**src/rtl/gray_updown_counter.sv**
```systemverilog
// rtl/gray_updown_counter.sv - modulo-N up/down counter with registered binary, Gray and wrap outputs
module gray_updown_counter #(
  parameter int WIDTH   = 3,
  parameter int MODULUS = 5
) (
  input  logic             clk,
  input  logic             reset,
  input  logic             en,
  input  logic             load,
  input  logic             direction,
  input  logic [WIDTH-1:0] value,
  output logic [WIDTH-1:0] count,
  output logic [WIDTH-1:0] gray,
  output logic             wrap,
  output logic             up
);

  typedef enum logic [1:0] {
    S_INIT = 2'd0,
    S_UP   = 2'd1,
    S_DOWN = 2'd2
  } state_t;

  localparam logic [WIDTH-1:0] MAX_VAL = WIDTH'(MODULUS - 1);
  localparam logic [WIDTH:0]   MOD_EXT = (WIDTH + 1)'(MODULUS);

  state_t           r_state;
  state_t           w_state_next;
  logic [WIDTH-1:0] r_count;
  logic [WIDTH-1:0] r_gray;
  logic             r_wrap;
  logic [WIDTH-1:0] w_count_next;
  logic             w_wrap_next;
  logic [WIDTH-1:0] w_value_sat;

  always_ff @(posedge clk or negedge reset) begin
    if (!reset) begin
      r_state <= S_INIT;
      r_count <= '0;
      r_gray  <= '0;
      r_wrap  <= 1'b0;
    end else begin
      r_state <= w_state_next;
      r_count <= w_count_next;
      r_gray  <= w_count_next ^ (w_count_next >> 1);
      r_wrap  <= w_wrap_next;
    end
  end

  // Widened compare so a MODULUS of 2^WIDTH never saturates a legal value
  assign w_value_sat = ({1'b0, value} < MOD_EXT) ? value : MAX_VAL;

  always_comb begin
    w_state_next = direction ? S_UP : S_DOWN;
    w_count_next = r_count;
    w_wrap_next  = 1'b0;
    if (r_state != S_INIT && r_state != S_UP && r_state != S_DOWN) begin
      w_state_next = S_INIT;
      w_count_next = '0;
    end else if (load) begin
      w_count_next = w_value_sat;
    end else begin
      case (r_state)
        S_INIT: w_count_next = '0;
        S_UP: begin
          if (en) begin
            if (r_count == MAX_VAL) begin
              w_count_next = '0;
              w_wrap_next  = 1'b1;
            end else begin
              w_count_next = r_count + 1'b1;
            end
          end
        end
        S_DOWN: begin
          if (en) begin
            if (r_count == '0) begin
              w_count_next = MAX_VAL;
              w_wrap_next  = 1'b1;
            end else begin
              w_count_next = r_count - 1'b1;
            end
          end
        end
        default: w_count_next = '0;
      endcase
    end
  end

  assign count = r_count;
  assign gray  = r_gray;
  assign wrap  = r_wrap;
  assign up    = (r_state == S_UP);

endmodule
```
**config.mk**
```make
export PLATFORM = sky130hd
export DESIGN_NAME = gray_updown_counter
export DESIGN_NICKNAME = d
export VERILOG_FILES = /design/src/rtl/gray_updown_counter.sv
export SDC_FILE = /design/constraint.sdc
export NUM_CORES = 1
export LEC_CHECK = 0
export CORE_AREA = 3 3 40 42
export DETAILED_ROUTE_END_ITERATION = 16
export DIE_AREA = 0 0 43 45
export GPL_TIMING_DRIVEN = 0
export HOLD_SLACK_MARGIN = 0.12
export PLACE_DENSITY = 0.69
export REMOVE_ABC_BUFFERS = 1
export SLEW_MARGIN = 15
export SYNTH_ARGS = -nofsm -noshare
export SYNTH_HDL_FRONTEND = slang
export SYNTH_SLANG_ARGS = --single-unit
```
**constraint.sdc**
```tcl
create_clock -name clk -period 2.2 [get_ports clk]
set_input_delay 0.44 -clock clk [delete_from_list [all_inputs] [get_ports clk]]
set_output_delay 0.44 -clock clk [all_outputs]
set_load 0.03 [all_outputs]
```
==> summary.md, run 1 <==
| Metric | Value |
|---|---|
| Rows | 13 |
| Drt first pass iters | 4 |
| Share of cells above drive strength 1 | 0.182 |
| Tot GR Track Use | 0.132 |
| Worst slew pin tran | 0.376 ns |
| Maxcap violations | 0 |
| Main area contributors after synthesis | dfrtp_1 35%, ha_1 13%, nor2_1 4.6% |
| Post-synthesis cell type count | 29 |
| Die width | 43 um |
| Most used DFF post-synth | dfrtp_1 |
| Worst-path fanout max | 6 |
| Fmax | 472 MHz |
| Post-synth top area share | 0.352 |
| Seq/Total Area, Yosys | 0.352 |
| Drt via density | 5.26 |
| Initial antenna violation count | 0 |
| RSZ-0062 raised after global routing | no |
| Reg clk slew, reported paths | 0.06 ns |
| Ant diodes | 0 |
| Pwr Density | 556 nW/um^2 |
| Static Leakage | 0.324 nW |
| Asr flop ratio synth | 1.00 |
| Post-DP HPWL | 845 um |
| DR DRC count | 0 |
| Arrival time worst endpoint | 1.68 ns |
| Final hold viol count | 0 |
| Final worst-path cycle share | 0.963 |
| Status | finished clean |
| Initial core utilization | 0.442 |
| Synth-to-Final Area Change | 33.9% |
| Grt ovf | 0 |
| Die Height | 45 um |
| DRT iter0 DRCs | 7 |
| Final WL | 1120 um |
| Top-count cell post-synth | dfrtp_1 |
| CTS tree | done |
| Root buffer cell | clkbuf_4 |
| Detail-routed net length per standard cell | 12.2 um |
| Fillers | 124 |
| Routed Antenna Nets | 0 |
| Post-synth top area cell | dfrtp_1 |
| Die area | 1940 um^2 |
| Setup TNS | 0 ns |
| Finished Core Util | 0.592 |
| Synth warn | 0 |
| Synth Area per Inst | 9.47 um^2 |
| Worst skew pair latency | 0.25 ns |
| CP Capture Type | output port |
| Largest net degree at the start of global routing | 10 |
| Via Count | 484 |
| Max Slew Vio Count | 0 |
| Global-route wire length before repair | 1910 um |
| Hold WS | 0.466 ns |
| Post-synth EDFFs | 0 |
| Gpl congestion | 0.719 |
| Nature of the critical path startpoint | flop |
| Post-layout nets | 93 |
| Hold_buf cts | 0 |
| Commonest cells in the netlist | 8 x dfrtp_1, 7 x nor2_1, 6 x ha_1 |
| Clock skew | 0.000805 ns |
| Critical path class | flop to output port |
| Vias in the first global route | 456 |
| Final setup violating endpoints | 0 |
| H-Tree Depth | 1 |
| I/O pin cnt | 16 |
| Peak supply drop | 0.000313 V |
| Design area | 761 um^2 |
| Tmin final | 2.12 ns |
| I/O Buffers | 15 |
| Dpl cell area | 724 um^2 |
| #FFs+latches synth | 8 |
| Total power | 0.423 mW |
| Synth Cell Area | 568 um^2 |
| Post-Synthesis Cells | 60 |
| Core Area | 1280 um^2 |
| CTS sink cnt | 8 |
| WP data required | 1.76 ns |
| HP Class | input pin to async pin |
| CTS Buf Count | 3 |
| Max-Slew Margin vs Limit | 0.749 |
| Max clock buf depth | 2 |
-- worst paths after layout --
path                             from        to  slack (ns)  depth (start not counted)
min                             reset  count[1]        0.47                          1
max in group asynchronous       reset      wrap        1.47                          1
max                        r_state[1]        up        0.08                          3
min reg2reg                  count[2]      wrap        0.70                          2
min in group clk             count[2]      wrap        0.70                          2
max reg2reg                  count[0]   gray[0]        0.11                          7
-- cell families after synthesis --
| family | after synthesis | synth area share |
|---|---|---|
| multiplexers | 3 | 0.0573 |
| AND/OR/NAND/NOR | 21 | 0.187 |
| AO/OA/AOI/OAI | 15 | 0.207 |
| adder cells (fa/ha/maj) | 6 | 0.132 |
| flip-flops | 8 | 0.352 |
| buffers and inverters | 6 | 0.0484 |
| XOR/XNOR | 1 | 0.0154 |
-- cell usage in the layout, fill, tap and decap left out, drive strengths merged, types with 2 or more instances in the layout --
cell type,synthesis,routed
clkdlybuf4s50,0,15
nand3,2,2
or3b,2,2
a21oi,4,4
clkbuf,0,3
inv,4,4
ha,6,6
nor2,7,7
dfrtp,8,8
mux2,2,2
nor3,2,2
nand2,4,4
o21ai,3,3
-- per-stage QoR --
stage | worst slack (ns) | cells
6_report | 0.0810 | 92
5_1_grt | 0.00310 | 92
4_1_cts | 0.0331 | 91
3_5_place_dp | -0.109 | 88
3_3_place_gp | -0.102 | 88
2_1_floorplan | 0.0141 | 58
-- metal layers --
metal	GRT usage	up-vias	part of all wire	routed length (um)
li1	-	248	-	-
met1	0.168	218	0.49	552
met2	0.207	16	0.43	476
met3	0.0319	2	0.065	73
met4	0.0723	0	0.015	17
met5	0	-	0	0
-- sequential cells by signal, summed over array words and instances (netlist names) --
signal and cells:
count 3, gray 2, r_state 2, wrap 1
-- report_power, final --
part           switching (mW)  internal, mW
Combinational          0.0734        0.0664
Clock                  0.0535        0.0627
Sequential            0.00892         0.158
Total                   0.136         0.287
-- layout make-up --
| cell class | instances | area [um^2] | area share |
|---|---|---|---|
| Tap cell | 15 | 18.8 | 0.0247 |
| Timing Repair Buffer | 16 | 158 | 0.207 |
| Sequential cell | 8 | 200 | 0.263 |
| Inverter | 4 | 15.0 | 0.0197 |
| Multi-Input combinational cell | 46 | 347 | 0.456 |
| Clock buffer | 3 | 22.5 | 0.0296 |
-- worst max-delay path, stage by stage, from the launching register on --
cell and delay (ns):
dfrtp_1 0.40, inv_1 0.06, ha_1 0.26, clkdlybuf4s50_1 0.71
-- timing repair --
item,4_1_cts,5_1_grt
buffers inserted,0,1
resized for setup,1,1
endpoints found under the setup margin,1,1
pin swaps,0,1
Power figures use the tool's default switching activity.
==> run 2: changes to the inputs <==
Settings changed: CAP_MARGIN set to 40.
Clock period 2.2 ns to 2.3 ns, I/O delays scaled along.
==> run 2 against run 1 <==
Against the previous run: cell count down 1.1%; global-route usage unchanged; via count is 1.9% lower; power shrank 5.4%; largest cell class unchanged; clock skew is essentially flat; register-to-register slack better by 0.02 ns.
==> summary.md, run 2 (same netlist as run 1, synthesis figures left out) <==
| Metric | Value |
|---|---|
| Post-layout nets | 92 |
| Ant diodes | 0 |
| Initial core utilization | 0.442 |
| Final worst-path cycle share | 0.941 |
| Register-to-Register Path Depth | 7 |
| Finished Core Util | 0.584 |
| Dpl cell area | 724 um^2 |
| Hold WS | 0.490 ns |
| Gpl congestion | 0.719 |
| Max clock buf depth | 2 |
| Final WL | 1090 um |
| Most frequent cells in the layout | 15 x clkdlybuf4s50_1, 8 x dfrtp_1, 7 x nor2_1, 6 x ha_1 |
| CTS Buf Count | 3 |
| I/O pin cnt | 16 |
| Maxcap violations | 0 |
| Clock skew | 0.000352 ns |
| Max reg flops | 3 |
| CTS sink cnt | 8 |
| Internal Power | 0.273 mW |
| RSZ-0062 raised after global routing | no |
| Routed Antenna Nets | 0 |
| Worst slew pin tran | 0.375 ns |
| Root buffer cell | clkbuf_4 |
| RR Endpoint | gray[0] |
| Static Leakage | 0.321 nW |
| Grt ovf | 0 |
| HP Class | input pin to async pin |
| Max-Slew Margin vs Limit | 0.749 |
| DR DRC count | 0 |
| Tot GR Track Use | 0.132 |
| Fmax | 462 MHz |
| Via Count | 475 |
| DRT iter0 DRCs | 11 |
| I/O Buffers | 15 |
| Arrival time worst endpoint | 2.30 ns |
| CTS tree | done |
| Hold_buf cts | 0 |
| Status | finished clean |
| Reg clk slew, reported paths | 0.06 ns |
| Drt first pass iters | 4 |
| Worst-path fanout max | 5 |
| Flop2flop setup slack | 0.13 ns |
| Design area | 751 um^2 |
| Sw Share | 0.319 |
| Peak supply drop | 0.000293 V |
| P_sw | 0.128 mW |
| R2R Path Start | count[0] |
| Tmin final | 2.17 ns |
| Drt via density | 5.22 |
| Worst skew pair latency | 0.25 ns |
| CP Capture Type | flop |
| Synth-to-Final Area Change | 32.2% |
| Final hold viol count | 0 |
| Die width | 43 um |
| WP data required | 2.44 ns |
| Die Height | 45 um |
| Die area | 1940 um^2 |
| Total power | 0.401 mW |
| Fillers | 126 |
| Share of cells above drive strength 1 | 0.158 |
| Rows | 13 |
| H-Tree Depth | 1 |
| Detail-routed net length per standard cell | 12.0 um |
| Vias in the first global route | 450 |
| Initial antenna violation count | 0 |
| Clock power share | 0.273 |
| Gate power share | 0.327 |
| Pwr Density | 533 nW/um^2 |
| Most common cell after layout, fill and taps aside | clkdlybuf4s50_1 |
| Part of the power in registers | 0.399 |
| Post-DP HPWL | 845 um |
| Final setup violating endpoints | 0 |
| Largest net degree at the start of global routing | 10 |
| Max Slew Vio Count | 0 |
| Core Area | 1280 um^2 |
| Global-route wire length before repair | 1910 um |
| Nature of the critical path startpoint | flop |
| Critical path class | flop to flop |
## run 2: cell count changes in the layout (fill, tap and decap cells not counted)
| cell | before | now |
|---|---|---|
| ha_2 | 1 | 0 |
| buf_4 | 1 | 0 |
| ha_1 | 5 | 6 |
## run 2: how the worst max path moves through the flow
stage	cells after the start	slack [ns]	endpoint	from
after floorplan	7	0.11	gray[0]	count[1]
after global placement	6	-0.02	gray[0]	en
after detailed placement	6	-0.03	gray[0]	en
after CTS	7	0.06	gray[0]	count[0]
after global routing	7	0.03	gray[0]	count[0]
final	7	0.13	gray[0]	count[0]
## run 2: final cells by class
class / instances / area [um^2] / share of cell area
Tap cell: 15 / 18.8 / 0.0250
Sequential cell: 8 / 200 / 0.267
Multi-Input combinational cell: 46 / 344 / 0.458
Timing Repair Buffer: 15 / 150 / 0.200
Inverter: 4 / 15.0 / 0.0200
Clock buffer: 3 / 22.5 / 0.0300
## run 2: per-layer routing
metal	part of all wire	track usage	vias to the layer above
met5	0	0	-
met4	0.016	0.0723	0
met3	0.063	0.0319	2
met2	0.45	0.207	15
met1	0.47	0.168	213
li1	-	-	245
## run 2: what timing repair did
action,in CTS,in global routing
setup endpoints to repair,0,1
buffers inserted,0,0
endpoints found under the hold margin,0,0
gates resized for setup,0,1
## run 2: through the flow
step	cells	setup TNS [ns]	setup WS, ns
2_1_floorplan	58	0	0.114
3_3_place_gp	88	-0.0217	-0.0217
3_5_place_dp	88	-0.0293	-0.0293
4_1_cts	91	0	0.0622
5_1_grt	91	0	0.0299
6_report	91	0	0.135
## run 2: worst max-delay path: stages (launching register included)
cell and delay, ns:
dfrtp_1 0.42, inv_1 0.10, ha_1 0.25, mux2_2 0.35
a22o_1 0.20, a21oi_2 0.21, a2bb2oi_2 0.19, mux2_2 0.34
## run 2: power by group through the flow
stage               clock, mW  sequential [mW]  combinational [mW]
floorplan                   0            0.181              0.0607
global placement            0            0.162               0.130
detailed placement          0            0.163               0.131
CTS                     0.114            0.160               0.132
global route            0.119            0.162               0.144
finish                  0.110            0.160               0.131
